==> config.mk <==
export PLATFORM = sky130hd
export DESIGN_NAME = instruction_fetch
export DESIGN_NICKNAME = d
export VERILOG_FILES = /design/src/rtl/cpu_pkg.sv /design/src/rtl/branch_predecode.sv /design/src/rtl/instruction_fetch.sv
export SDC_FILE = /design/constraint.sdc
export NUM_CORES = 1
export LEC_CHECK = 0
export ABC_AREA = 0
export BUFFER_PORTS_ARGS = -buffer_cell sky130_fd_sc_hd__buf_2
export CAP_MARGIN = 5
export CORE_UTILIZATION = 35
export DETAILED_ROUTE_END_ITERATION = 10
export GPL_ROUTABILITY_DRIVEN = 0
export HOLD_SLACK_MARGIN = 0.05
export PLACE_DENSITY_LB_ADDON = 0.08
export SLEW_MARGIN = 20
export SYNTH_ARGS = -nofsm -noshare
export SYNTH_HDL_FRONTEND = slang
export SYNTH_SLANG_ARGS = --single-unit
==> constraint.sdc <==
create_clock -name clk -period 6.2 [get_ports clk]
set_input_delay 0.31 -clock clk [delete_from_list [all_inputs] [get_ports clk]]
set_output_delay 0.31 -clock clk [all_outputs]
set_load 0.01 [all_outputs]
==> src/rtl/cpu_pkg.sv <==
// Shared CPU definitions: opcodes, instruction field positions, widths and the
// fetch FSM state encoding. The fetch stage's optional static branch predictor
// is enabled with the FETCH_BTFN_PREDICT_EN macro.
package cpu_pkg;

   localparam int ADDR_W   = 16;
   localparam int INST_W   = 32;

   localparam int OPC_MSB  = 31;
   localparam int OPC_LSB  = 29;
   localparam int BR_TGT_W = 15;

   localparam logic [2:0] LW  = 3'b000;
   localparam logic [2:0] SW  = 3'b001;
   localparam logic [2:0] BEQ = 3'b010;
   localparam logic [2:0] BLT = 3'b011;
   localparam logic [2:0] ADD = 3'b100;
   localparam logic [2:0] SUB = 3'b101;
   localparam logic [2:0] AND = 3'b110;
   localparam logic [2:0] OR  = 3'b111;

   typedef enum logic [1:0] {
      IDLE = 2'd0,
      RUN  = 2'd1,
      HALT = 2'd2
   } fetch_state_e;

   // True for the conditional branch opcodes the predictor recognises.
   function automatic logic is_branch_opc(input logic [2:0] opc);
      return (opc == BEQ) || (opc == BLT);
   endfunction

endpackage

==> src/rtl/branch_predecode.sv <==
// Combinational branch predecode for the fetch stage: flags beq/blt words,
// extracts the absolute branch target and predicts backward branches taken.
// Only built when FETCH_BTFN_PREDICT_EN is defined.
`ifdef FETCH_BTFN_PREDICT_EN
module branch_predecode
   import cpu_pkg::*;
#(
   parameter int ADDR_W = 16
) (
   input  logic [INST_W-1:0] inst_data,
   input  logic [ADDR_W-1:0] pc,
   output logic              is_branch,
   output logic [ADDR_W-1:0] target,
   output logic              predict_taken
);

   logic [2:0] opc_s;

   assign opc_s         = inst_data[OPC_MSB:OPC_LSB];
   assign is_branch     = is_branch_opc(opc_s);
   // The target field is absolute and zero-extended to the PC width.
   assign target        = ADDR_W'(inst_data[BR_TGT_W-1:0]);
   // Backward-taken / forward-not-taken.
   assign predict_taken = is_branch && (target < pc);

endmodule
`endif

==> src/rtl/instruction_fetch.sv <==
// Instruction fetch stage: owns the PC, drives the instruction memory address
// and registers the returned word into IF/ID. Handles stall, redirect and halt
// when the PC leaves the implemented program store.
// Optional macro FETCH_BTFN_PREDICT_EN enables static BTFN branch prediction.
module instruction_fetch
   import cpu_pkg::*;
#(
   parameter int ADDR_W    = 16,
   parameter int MEM_DEPTH = 256,
   parameter int RESET_PC  = 0
) (
   input  logic              clk,
   input  logic              reset,
   input  logic              stall,
   input  logic              redirect_valid,
   input  logic [ADDR_W-1:0] redirect_target,
   output logic [ADDR_W-1:0] inst_address,
   input  logic [INST_W-1:0] inst_data,
   output logic              ifid_valid,
   output logic [INST_W-1:0] ifid_inst,
   output logic [ADDR_W-1:0] ifid_pc,
   output logic              ifid_pred_taken,
   output logic              halted,
   output logic [15:0]       fetch_count
);

   // One extra bit so the end-of-store test also catches wrap past all ones.
   localparam logic [ADDR_W:0]   DEPTH_L    = (ADDR_W+1)'(MEM_DEPTH);
   localparam logic [ADDR_W-1:0] RESET_PC_L = ADDR_W'(RESET_PC);

   fetch_state_e      state_r, next_state_s;
   logic [ADDR_W-1:0] pc_r, pc_s;
   logic              ifid_valid_r, ifid_valid_s;
   logic [INST_W-1:0] ifid_inst_r, ifid_inst_s;
   logic [ADDR_W-1:0] ifid_pc_r, ifid_pc_s;
   logic              ifid_pred_r, ifid_pred_s;
   logic              halted_r, halted_s;
   logic [15:0]       fetch_count_r, fetch_count_s;

   logic [ADDR_W:0]   seq_pc_s;
   logic              redirect_oob_s;
   logic              seq_oob_s;
   logic [15:0]       count_inc_s;

   assign seq_pc_s       = {1'b0, pc_r} + {{ADDR_W{1'b0}}, 1'b1};
   assign redirect_oob_s = ({1'b0, redirect_target} >= DEPTH_L);
   assign seq_oob_s      = (seq_pc_s >= DEPTH_L);
   assign count_inc_s    = (fetch_count_r == 16'hFFFF) ? fetch_count_r : (fetch_count_r + 16'd1);

`ifdef FETCH_BTFN_PREDICT_EN
   logic              is_branch_s;
   logic [ADDR_W-1:0] pred_target_s;
   logic              predict_taken_s;

   branch_predecode #(
      .ADDR_W (ADDR_W)
   ) u_predecode (
      .inst_data     (inst_data),
      .pc            (pc_r),
      .is_branch     (is_branch_s),
      .target        (pred_target_s),
      .predict_taken (predict_taken_s)
   );
`endif

   // Next-state and next-register values; every target defaults to holding.
   always_comb begin
      next_state_s  = state_r;
      pc_s          = pc_r;
      ifid_valid_s  = ifid_valid_r;
      ifid_inst_s   = ifid_inst_r;
      ifid_pc_s     = ifid_pc_r;
      ifid_pred_s   = ifid_pred_r;
      halted_s      = halted_r;
      fetch_count_s = fetch_count_r;
      case (state_r)
         IDLE: begin
            ifid_valid_s = 1'b0;
            halted_s     = 1'b0;
            next_state_s = RUN;
         end
         RUN: begin
            if (redirect_valid) begin
               // Squash the wrong-path word; redirect beats stall.
               pc_s         = redirect_target;
               ifid_valid_s = 1'b0;
               ifid_pred_s  = 1'b0;
               if (redirect_oob_s) begin
                  next_state_s = HALT;
                  halted_s     = 1'b1;
               end else begin
                  next_state_s = RUN;
               end
            end else if (stall) begin
               next_state_s = RUN;
            end else begin
               ifid_inst_s   = inst_data;
               ifid_pc_s     = pc_r;
               ifid_valid_s  = 1'b1;
               fetch_count_s = count_inc_s;
`ifdef FETCH_BTFN_PREDICT_EN
               if (is_branch_s && predict_taken_s) begin
                  // A backward target is below pc, so it stays inside the store.
                  pc_s         = pred_target_s;
                  ifid_pred_s  = 1'b1;
                  next_state_s = RUN;
               end else begin
                  pc_s        = seq_pc_s[ADDR_W-1:0];
                  ifid_pred_s = 1'b0;
                  if (seq_oob_s) begin
                     next_state_s = HALT;
                     halted_s     = 1'b1;
                  end else begin
                     next_state_s = RUN;
                  end
               end
`else
               pc_s        = seq_pc_s[ADDR_W-1:0];
               ifid_pred_s = 1'b0;
               if (seq_oob_s) begin
                  next_state_s = HALT;
                  halted_s     = 1'b1;
               end else begin
                  next_state_s = RUN;
               end
`endif
            end
         end
         HALT: begin
            ifid_valid_s = 1'b0;
            if (redirect_valid && !redirect_oob_s) begin
               pc_s         = redirect_target;
               halted_s     = 1'b0;
               next_state_s = RUN;
            end else begin
               halted_s     = 1'b1;
               next_state_s = HALT;
            end
         end
         default: begin
            ifid_valid_s = 1'b0;
            halted_s     = 1'b0;
            next_state_s = IDLE;
         end
      endcase
   end

   // State and pipeline registers; synchronous reset wins over everything.
   always_ff @(posedge clk) begin
      if (reset) begin
         state_r       <= IDLE;
         pc_r          <= RESET_PC_L;
         ifid_valid_r  <= 1'b0;
         ifid_inst_r   <= {INST_W{1'b0}};
         ifid_pc_r     <= {ADDR_W{1'b0}};
         ifid_pred_r   <= 1'b0;
         halted_r      <= 1'b0;
         fetch_count_r <= 16'd0;
      end else begin
         state_r       <= next_state_s;
         pc_r          <= pc_s;
         ifid_valid_r  <= ifid_valid_s;
         ifid_inst_r   <= ifid_inst_s;
         ifid_pc_r     <= ifid_pc_s;
         ifid_pred_r   <= ifid_pred_s;
         halted_r      <= halted_s;
         fetch_count_r <= fetch_count_s;
      end
   end

   assign inst_address    = pc_r;
   assign ifid_valid      = ifid_valid_r;
   assign ifid_inst       = ifid_inst_r;
   assign ifid_pc         = ifid_pc_r;
   assign ifid_pred_taken = ifid_pred_r;
   assign halted          = halted_r;
   assign fetch_count     = fetch_count_r;

endmodule

Word-level counts from Yosys, hierarchy flattened --
Index checks and enable logic that the tools add are counted.
Storage, ports and cells: register bits after elaboration 85, input port bits 52, output and inout bits 83, word-level logic and storage cells 52
Operators by class: add/subtract/negate cells 2, order comparisons 2, equality and inequality tests 8, muxes and demuxes 18, bitwise gates (word level) 4, reduce and logical (&&, ||, !) cells 10
Operator list (count):
- 16-bit two-way mux | 3
- 16-bit one-hot mux with 2 select lines | 1
- 16-bit by 1-bit adder with 17-bit output, second input constant | 1
- 17-bit by 9-bit greater-or-equal comparator with 1-bit output, second input constant | 1
- 16-bit by 1-bit adder with 16-bit output, second input constant | 1
- 16-bit equality test, second input constant | 1
- 16-bit by 9-bit greater-or-equal comparator with 1-bit output, second input constant | 1
- 2-bit two-way mux | 5
- 3-bit inequality test, second input constant | 3
- 3-bit AND reduction | 3
- 1-bit two-way mux | 7
- 2-bit one-hot mux with 3 select lines | 1
- 1-bit inverter | 4
- 4-bit AND reduction | 1
- 3-bit OR reduction | 1
- 2-bit by 1-bit equality test with 1-bit output, second input constant | 1
- 2-bit equality test, second input constant | 1
- 2-bit logical NOT | 1
- 2-bit by 1-bit inequality test with 1-bit output, second input constant | 1
- 2-bit inequality test, second input constant | 1
- 1-bit one-hot mux with 2 select lines | 1
- 2-bit AND reduction | 1
- 2-bit nonzero test | 1
- 1-bit logical AND | 1
- 1-bit logical NOT | 1

Longest topological paths before layout --
Gate-level depths: netlist of the first run.
depth after elaboration 6, mapped depth 10, gate-level depth less buffers 9

Worst setup path after synthesis of the first run --
OpenSTA, ideal clock, no wires.
kind reg-to-reg, from reg pc_r[0] (netlist: inst_address[0]), to reg halted_r (netlist: halted), arrival time 2.025 ns, slack 4.052 ns, cell stages (with the launch flop) 9, period minus slack after synthesis 2.148 ns, cells stage by stage dfxtp_1 -> ha_1 -> nand4_2 -> nor4_1 -> mux2i_1 -> nand3_1 -> o21ai_2 -> mux2i_1 -> o22ai_1
On the way: longest elaborated chain between the ends 4
RTL lines:
- start: declaration | line instruction_fetch.sv:32 | logic [ADDR_W-1:0] pc_r, pc_s;
- start signal: assignment | line instruction_fetch.sv:161 | pc_r <= pc_s;
- 16-bit by 1-bit adder with 17-bit output | line instruction_fetch.sv:45 | assign seq_pc_s = {1'b0, pc_r} + {{ADDR_W{1'b0}}, 1'b1};
- 17-bit by 9-bit greater-or-equal comparator with 1-bit output | line instruction_fetch.sv:47 | assign seq_oob_s = (seq_pc_s >= DEPTH_L);
- 3-bit inequality test (no line)
- 3-bit AND reduction (no line)
- end signal: assignment | line instruction_fetch.sv:166 | halted_r <= halted_s;
- end: declaration | line instruction_fetch.sv:37 | logic halted_r, halted_s;
No other way between the ends. A chain may end at the register's enable or synchronous reset.

Final worst setup path of the first run --
from reg state_r[1], to reg fetch_count_r[5] (netlist: fetch_count[5])
On the way: longest elaborated chain between the ends 2
RTL lines:
- start: declaration | line instruction_fetch.sv:31 | fetch_state_e state_r, next_state_s;
- start signal: assignment | line instruction_fetch.sv:160 | state_r <= next_state_s;
- 2-bit by 1-bit equality test with 1-bit output | line instruction_fetch.sv:76 | case (state_r)
- 4-bit AND reduction (no line)
- end signal: assignment | line instruction_fetch.sv:167 | fetch_count_r <= fetch_count_s;
- end: declaration | line instruction_fetch.sv:38 | logic [15:0] fetch_count_r, fetch_count_s;
No other way between the ends.

==> metrics.txt, run 1 <==
P_leak=just under 2 nW; simple logic cell fraction of the synthesized area=0.2696; Vias/cell=roughly 4.9; Residual DRC=0; setup TNS=0 ns; DRT Pass-1 Iters=5; Final Max Slew Viols=0; average wire per standard cell=approximately 14 um; mux cell area share after synthesis=0.01848; Avg Inst Size Synth=slightly below 8 um^2; fin nets=~660; Core Rows=37; clk buf depth=2; number of diodes=0; CP endpoint kind=flip-flop; sequential share of the synthesized area=0.4436; Hold Path Depth=3; Power, Total=~0.0012 W; Top Ports=135; chip height=106.1 um; Die Area=0.01125 mm^2; clk_lat worst skew=0.35 ns; port bufs=between 100 and 150; Via Count=3630; mapped cell area=between 0.003 and 0.004 mm^2; Max Cap Viol=0; Std-Cell Core Area=between 0.01 and 0.015 mm^2; Final Hold Vio Count=0; R2R Setup Slk=3.31 ns; flops & latches, synth=between 80 and 90; pwr/cell area=approximately 250 mW/mm^2; EDFF count, synth=0; Final Skew=approximately 0.011 ns; fmax=~0.35 GHz; adder-cell share of the synthesized area=0.02310; Synthesis Warnings=0; R2R depth=9; startpoint types=flip-flop; Initial DRC Count=210; final setup margin=between 3 and 4 ns; cts bufs inserted=9; # H-tree levels=3; PostCTS Resize Cnt=0; TritonCTS Sinks=84; initial antenna violation count=0; most frequent cells in the layout=nand2_1, buf_2, dfxtp_1; total grt overflow=0; Final HPWL DP=roughly 7100 um; Worst EP required=roughly 6.4 ns; fraction of registers with async set/reset=0; slowest CP cell=nand2b_2; Cell variety after synth=47; Slew headroom=0.2760; maximum vdd drop=approximately 0.097 mV; maximum fanout along the worst path=49; Top FF cell, synth=dfxtp_1; Final Setup Violations=0; Compound-Gate Fraction of Synth Area=0.1667; slowest stage delay, CP=0.70 ns; WL final=10150 um; pin count of the biggest net entering global routing=85; clock slew at reported path FFs=around 0.090 ns; Syn Inst Count=slightly below 500; Place WS=about 3.3 ns; critical-path cell list=inv_1 -> ha_1 -> nand2b_1 -> nand2b_2 -> a31oi_4 -> and3_1 -> and4_1 -> xnor2_1 -> nor2_1; postcts setup bufs=0; vias in the first global route=roughly 3100; run status=finished clean; Syn Nets=540; initial core utilization=0.3640; xor and xnor area share after synthesis=0.03465; die width=between 100 and 150 um; crit path DAT=~3.1 ns; period utilization=0.4663; cts hold-fix bufs=0; clk root buf=clkbuf_8; RSZ-0062 raised after global routing=no; fraction of layout cells with a size suffix above 1=0.2803; largest family of logic cells by synthesized area=simple AND/OR/NAND/NOR gates; area grow syn2layout=24.36%; post-route ant nets=0; Tot GR Track Use=0.1782; CTS tree=done; Final min period=just under 3 ns; worst-margin pin slew=roughly 1.1 ns; crit path kind=reg -> reg; first-pass GRT wire length=16000 um; Fill cells=roughly 1100; HP Class=in -> reg
[final timing paths]
check / from / end
worst min-delay path: inst_data[21] / ifid_inst[21]
worst max register to register: state_r[1] / fetch_count[5]
worst min register to register: ifid_inst[13] / ifid_inst[13]
worst max-delay path: state_r[1] / fetch_count[5]
[routing by layer]
| layer | vias to the layer above | routed length, um | part of all wire | GRT usage |
|---|---|---|---|---|
| met4 | 0 | 106 | 0.010 | 0.05655 |
| met3 | 10 | 650 | 0.064 | 0.03311 |
| met2 | 120 | 4342 | 0.43 | 0.2540 |
| met1 | 1635 | 5048 | 0.50 | 0.2677 |
| met5 | - | 0 | 0 | 0 |
| li1 | 1865 | - | - | - |
[cells in the mapped netlist, types with 2 or more instances]
| master | instances | area (um^2) |
|---|---|---|
| or3_1 | 7 | 43.79 |
| mux2i_1 | 7 | 70.07 |
| nand2b_1 | 4 | 25.02 |
| nor2_1 | 35 | 131.4 |
| o31ai_1 | 5 | 37.54 |
| nand3_2 | 2 | 20.02 |
| nor3_2 | 2 | 20.02 |
| nor4_1 | 3 | 18.77 |
| nand2_1 | 133 | 499.2 |
| nand3_1 | 11 | 55.05 |
| and4_1 | 4 | 35.03 |
| nand4_1 | 6 | 37.54 |
| buf_2 | 4 | 20.02 |
| xnor2_1 | 12 | 105.1 |
| nor3_1 | 3 | 15.01 |
| and3_1 | 2 | 12.51 |
| ha_1 | 7 | 87.58 |
| a311oi_1 | 3 | 26.28 |
| a22oi_1 | 5 | 37.54 |
| nand4_2 | 3 | 37.54 |
| inv_1 | 7 | 26.28 |
| clkbuf_1 | 22 | 82.58 |
| a211oi_1 | 3 | 22.52 |
| dfxtp_1 | 84 | 1682 |
| buf_4 | 3 | 22.52 |
| a21oi_1 | 62 | 310.3 |
| a22o_1 | 2 | 17.52 |
| o21ai_0 | 19 | 95.09 |
| xor2_1 | 3 | 26.28 |
[registers in the layout (all words and copies together) (netlist names)]
name	flops
ifid_inst	32
inst_address	16
state_r	2
halted	1
ifid_pc	16
ifid_valid	1
fetch_count	16
[kinds of logic after synthesis]
group	after synthesis
compound gates	107
mux	7
fa+ha+maj	7
buf+inv	37
flops	84
other cells	1
simple gates	223
xor+xnor	15
[cell type report]
class | instances | area (um^2) | share of cell area
timing repair buffer | 136 | 700.7 | 0.1486
sequential | 84 | 1682 | 0.3567
inverter | 7 | 26.28 | 0.005573
clock buffer | 9 | 123.9 | 0.02627
multi-input combinational | 360 | 1957 | 0.4151
tap | 136 | 170.2 | 0.03609
clock inverter | 7 | 55.05 | 0.01168
[through the flow]
step | hold slack [ns] | utilization | std cells | instance area (um^2)
6_report | 0.1900 | 0.4526 | 739 | 4715
2_1_floorplan | 0.3889 | - | 481 | 3791
5_1_grt | 0.1706 | 0.4526 | 739 | 4715
3_5_place_dp | 0.4451 | 0.4335 | 722 | 4516
3_3_place_gp | 0.4400 | 0.4335 | 722 | 4516
4_1_cts | 0.1711 | 0.4507 | 738 | 4695
[power by group]
group,internal (W),switching [W],total [W]
registers,0.000569,0.0000439,0.000613
clock network,0.000151,0.000211,0.000362
logic,0.0000907,0.000133,0.000224
[critical path: cells and delay by family, from the launching register on]
family | cells | cell delay (ns)
flip-flops | 1 | 0.33
AND/OR/NAND/NOR | 5 | 1.39
buffers and inverters | 1 | 0.08
AO/OA/AOI/OAI | 1 | 0.56
adder cells (fa/ha/maj) | 1 | 0.25
XOR/XNOR | 1 | 0.12
(Power assumes the default switching activity.)
==> run 2, diff against run 1 <==
==> constraint.sdc (replaced) <==
create_clock -name clk -period 2.9 [get_ports clk]
set_input_delay 0.145 -clock clk [delete_from_list [all_inputs] [get_ports clk]]
set_output_delay 0.145 -clock clk [all_outputs]
set_load 0.01 [all_outputs]
==> run 2 against run 1 <==
First-iteration DRC count is 26% higher. Clock power up 130%. Maximum frequency grew 31%. Power rose by 120%. Sequential power is 110% higher. Largest power group unchanged. Wire length up 7.7%. Sequential cell count is the same. Non-clock buffer count is 42 higher. Via count up 7.6%. Critical path depth down 1. Register-to-register slack got worse by 2.6 ns. Final cell count grew 5.5%.
==> metrics.txt, run 2 (synthesis results as in run 1) <==
Worst EP required=3.15 ns (-3.26 ns); Comb power frac=0.207 (+0.020); worst r2r dst=halted; crit path DAT=2.45 ns (-0.65 ns); postcts setup bufs=0 (unchanged); max reg flops=32 (unchanged); Hold Path Depth=3 (unchanged); startpoint types=flip-flop; Tot GR Track Use=0.1990 (+0.02070); R2R Path Start=inst_address[0]; Seq. cell area=0.001682 mm^2 (unchanged); most frequent cells in the layout=nand2_1, buf_2, dfxtp_1; Crit path top cell by count=mux2i_1; Final Hold Vio Count=0 (unchanged); Die Area=0.01125 mm^2 (unchanged); reported net switching power=0.0008173 W (+110%); Initial DRC Count=264 (+26%); Std-Cell Core Area=0.01042 mm^2 (unchanged); clock slew at reported path FFs=0.08 ns (about the same); Slew headroom=0.5402 (+0.2641); total grt overflow=0 (unchanged); average wire per standard cell=14.01 um (+2.1%); worst-margin pin slew=0.6898 ns (-0.3922 ns); Residual DRC=0 (unchanged); CP top delay family=simple AND/OR/NAND/NOR gates; Clk pwr share=0.311 (+0.009); post-route ant nets=0 (unchanged); CP endpoint kind=flip-flop; pin count of the biggest net entering global routing=49 (-42%); Final min period=2.206 ns (-0.6849 ns); Final Skew=0.008111 ns (-0.002715 ns); R2R depth=8 (-1); cts hold-fix bufs=35 (+35); number of diodes=0 (unchanged); RSZ-0062 raised after global routing=no; CTS tree=done; Max Cap Viol=0 (unchanged); die width=106.1 um (unchanged); run status=finished clean; TritonCTS Sinks=84 (unchanged); fmax=0.4532 GHz (+31%); Hold Crit Start=redirect_target[6]; period utilization=0.7608 (+0.2945); maximum fanout along the worst path=9 (-82%); HP Class=in -> reg; WL final=10930 um (+7.7%); setup TNS=0 ns (unchanged); Fill cells=1068 (-1.1%); slowest stage delay, CP=0.45 ns (-0.25 ns); Final Max Slew Viols=0 (unchanged); clk_lat worst skew=0.36 ns (about the same); R2R Setup Slk=0.69 ns (-2.62 ns); vias in the first global route=3553 (+13%); maximum vdd drop=0.1944 mV (+100%); Via Count=3905 (+7.6%); clk buf depth=2 (unchanged); Vias/cell=5.006 (+1.9%); worst path bufs/invs=0 (-1); Final Setup Violations=0 (unchanged); multi-input logic area=0.001957 mm^2 (unchanged); first-pass GRT wire length=17690 um (+11%); chip height=106.1 um (unchanged); clk root buf=clkbuf_8; Top Ports=135 (unchanged); area grow syn2layout=34.95%; P_leak=2.154 nW (+9.4%); fraction of layout cells with a size suffix above 1=0.2702 (-0.01008); hold worst-path end=inst_address[6]; crit path kind=reg -> reg; final core utilization=0.4912 (+0.03856); Power Internal=0.001871 W (+130%); Final HPWL DP=7401 um (+4.7%); Sw Share=0.3040 (-0.01938); initial core utilization=0.3640 (unchanged); Core Rows=37 (unchanged); port bufs=133 (unchanged); DRT Pass-1 Iters=5 (unchanged); slowest CP cell=nor4_1; pwr/cell area=525.5 mW/mm^2 (+110%); fin nets=699 (+6.4%); critical-path cell list=ha_1 -> nand4_2 -> nor4_1 -> mux2i_1 -> nand3_1 -> o21ai_2 -> mux2i_1 -> o22ai_1; cts bufs inserted=9 (unchanged); # H-tree levels=3 (unchanged); Flop pwr share=0.482 (-0.029); PostCTS Resize Cnt=0 (unchanged); initial antenna violation count=0 (unchanged)
[run 2: layout make-up]
| type | instances | share of cell area |
|---|---|---|
| flip-flops and latches | 84 | 0.3287 |
| well taps | 136 | 0.03326 |
| clock buffers | 11 | 0.02764 |
| inverters | 7 | 0.005136 |
| clock inverters | 4 | 0.009538 |
| multi-input cells | 360 | 0.3825 |
| repair buffers | 178 | 0.2133 |
[run 2: worst reg2reg max path: stages, from the launching register on]
cell and delay, ns:
dfxtp_1 0.34, ha_1 0.22, nand4_2 0.24, nor4_1 0.45, mux2i_1 0.23, nand3_1 0.11, o21ai_2 0.20, mux2i_1 0.22
o22ai_1 0.09
[run 2: worst max-delay path by stage]
| stage | cells past startpoint | end | startpoint |
|---|---|---|---|
| floorplan | 8 | halted | inst_address[0] |
| global placement | 9 | fetch_count[5] | state_r[1] |
| detailed placement | 8 | halted | inst_address[0] |
| CTS | 8 | halted | inst_address[0] |
| global route | 8 | fetch_count[15] | state_r[1] |
| finish | 8 | halted | inst_address[0] |
[run 2: metrics by stage]
step	total power (W)	hold WS, ns	instance area [um^2]	std cells	worst slack [ns]
2_1_floorplan	0.001651	0.2239	3791	481	0.7519
3_3_place_gp	0.001837	0.3873	4576	730	0.8309
3_5_place_dp	0.001839	0.3918	4576	730	0.7466
4_1_cts	0.002716	0.05509	5116	780	0.7039
5_1_grt	0.002842	0.06089	5116	780	0.5449
6_report	0.002689	0.06472	5116	780	0.6936
[run 2: layer usage]
layer	vias up	share of wire	track usage	routed length, um
met5	-	0	0	0
met4	0	0.015	0.08036	159
met3	12	0.062	0.03495	679
met2	137	0.44	0.3025	4845
met1	1806	0.48	0.2777	5246
li1	1950	-	-	-
[run 2: power groups by stage]
stage                     registers, W  clock network (W)  logic, W
after floorplan                0.00133                  0  0.000322
after global placement         0.00132                  0  0.000520
after detailed placement       0.00132                  0  0.000517
after CTS                      0.00129           0.000864  0.000557
after global routing           0.00131           0.000921  0.000616
final                          0.00130           0.000836  0.000557
==> run 3, diff against run 2 <==
==> constraint.sdc (replaced) <==
create_clock -name clk -period 2.1 [get_ports clk]
set_input_delay 0.105 -clock clk [delete_from_list [all_inputs] [get_ports clk]]
set_output_delay 0.105 -clock clk [all_outputs]
set_load 0.01 [all_outputs]
==> run 3 against run 2 <==
Worst hold slack improved by 0.033 ns. Die area unchanged. Clock skew grew 0.0017 ns. Clock-buffer cell count unchanged. Critical path type unchanged. Largest cell class unchanged. Highest routed layer unchanged.
==> metrics.txt, run 3 (synthesis results as in run 1) <==
run status=finished clean; Vias/cell=4.875 (-2.6%); final core utilization=0.5136 (+0.02246); total grt overflow=0 (unchanged); Initial DRC Count=223 (-16%); Via Count=3895 (-0.26%); TritonCTS Sinks=84 (unchanged); chip height=106.1 um (unchanged); clk_lat worst skew=0.34 ns (-0.02 ns); Slew headroom=0.5824 (+0.04226); startpoint types=flip-flop; Final Setup Violations=0 (unchanged); Residual DRC=0 (unchanged); initial core utilization=0.3640 (unchanged); vias in the first global route=3680 (+3.6%); clock slew at reported path FFs=0.08 ns (about the same); commonest non-fill, non-tap cell in the layout=buf_2; initial antenna violation count=0 (unchanged); Flop pwr share=0.478 (-0.004); average wire per standard cell=14.00 um (about the same); reported net switching power=0.001154 W (+41%); number of diodes=0 (unchanged); # H-tree levels=3 (unchanged); max reg flops=32 (unchanged); period utilization=0.9360 (+0.1752); fin nets=718 (+2.7%); area grow syn2layout=41.12%; Final Hold Vio Count=0 (unchanged); Clk pwr share=0.281 (-0.030); Power Internal=0.002539 W (+36%); setup TNS=0 ns (unchanged); port bufs=133 (unchanged); Max Cap Viol=0 (unchanged); CTS tree=done; most frequent cells in the layout=buf_2, nand2_1, dfxtp_1; P_leak=2.280 nW (+5.9%); first-pass GRT wire length=17920 um (+1.3%); Die Area=0.01125 mm^2 (unchanged); Power, Total=0.003694 W (+37%); HP Class=in -> reg; fmax=0.5087 GHz (+12%); WL final=11190 um (+2.4%); cts bufs inserted=9 (unchanged); design area=0.005350 mm^2 (+4.6%); clk root buf=clkbuf_8; Final HPWL DP=7626 um (+3.0%); Placed Area=0.004753 mm^2 (+3.9%); Final Max Slew Viols=0 (unchanged); crit path DAT=2.18 ns (-0.27 ns); die width=106.1 um (unchanged); Comb power frac=0.241 (+0.034); Worst EP required=2.31 ns (-0.84 ns); Final Skew=0.009783 ns (+0.001672 ns); pin count of the biggest net entering global routing=49 (unchanged); Top Ports=135 (unchanged); clk buf depth=2 (unchanged); Sw Share=0.3126 (+0.008585); maximum vdd drop=0.3273 mV (+68%); pwr/cell area=690.4 mW/mm^2 (+31%); worst-margin pin slew=0.6264 ns (-0.06339 ns); crit path kind=reg -> reg; Std-Cell Core Area=0.01042 mm^2 (unchanged); DRT Pass-1 Iters=4 (-1); CP endpoint kind=flip-flop; Core Rows=37 (unchanged); Tot GR Track Use=0.1991 (about the same); Final min period=1.966 ns (-0.2408 ns); post-route ant nets=0 (unchanged); Fill cells=1038 (-2.8%); maximum fanout along the worst path=5 (-4); fraction of layout cells with a size suffix above 1=0.3017 (+0.03147)
==> run 3: cell types whose count changed in the layout (fill, tap and decap cells not counted), sizes merged <==
| cell | delta |
|---|---|
| dlygate4sd3 | +2 |
| buf | +17 |
| bufinv | -1 |
| clkinv | +1 |
==> run 3: path summary, 6_finish.rpt <==
kind	startpoint	endpoint	slack, ns	cells after the start
setup / recovery	inst_address[1]	state_r[1]	0.13	9
hold / removal	stall	ifid_valid	0.1	3
setup reg to reg	inst_address[1]	state_r[1]	0.13	9
hold reg to reg	ifid_pc[0]	ifid_pc[0]	0.46	2
==> run 3: critical path, stage by stage (launching register included) <==
cell     delay, ns
dfxtp_1       0.34
ha_1          0.22
nand4_4       0.16
nor4_4        0.30
mux2i_1       0.21
nand3_1       0.10
o21ai_2       0.21
buf_4         0.14
o21a_1        0.12
nor3_2        0.04
==> run 3: what timing repair did <==
item	in CTS	in global routing
endpoints found under the setup margin	0	7
hold endpoints to repair	37	0
resized for setup	0	10
setup buffers	0	1
hold buffers	37	0
==> run 3: power by group through the flow <==
stage / registers [W] / logic, W / clock network [W]
after floorplan: 0.00184 / 0.000445 / 0
after global placement: 0.00179 / 0.000819 / 0
after CTS: 0.00176 / 0.000881 / 0.00108
final: 0.00177 / 0.000891 / 0.00104
after global routing: 0.00178 / 0.000988 / 0.00114
after detailed placement: 0.00179 / 0.000822 / 0
==> run 3: metrics by stage <==
step	std cells	hold slack (ns)	worst slack, ns
floorplan	481	0.1839	0.005889
global placement	746	0.3455	0.1729
detailed placement	746	0.3526	0.1157
CTS	798	0.07015	0.09226
global route	799	0.09959	-0.03294
finish	799	0.09726	0.1343
==> run 3: routing by layer <==
| metal | up-vias | share of wire | track usage |
|---|---|---|---|
| met5 | - | 0 | 0 |
| met4 | 0 | 0.012 | 0.06647 |
| met3 | 15 | 0.066 | 0.04414 |
| met2 | 133 | 0.45 | 0.3147 |
| met1 | 1753 | 0.47 | 0.2677 |
| li1 | 1994 | - | - |
==> run 3: area by class of cell <==
class | instances | area [um^2] | area share
Inverter | 7 | 26.28 | 0.004911
Multi-Input combinational cell | 360 | 2014 | 0.3765
Clock buffer | 11 | 141.4 | 0.02643
Clock inverter | 4 | 23.77 | 0.004443
Timing Repair Buffer | 197 | 1289 | 0.2409
Tap cell | 136 | 170.2 | 0.03181
Sequential cell | 84 | 1685 | 0.3150
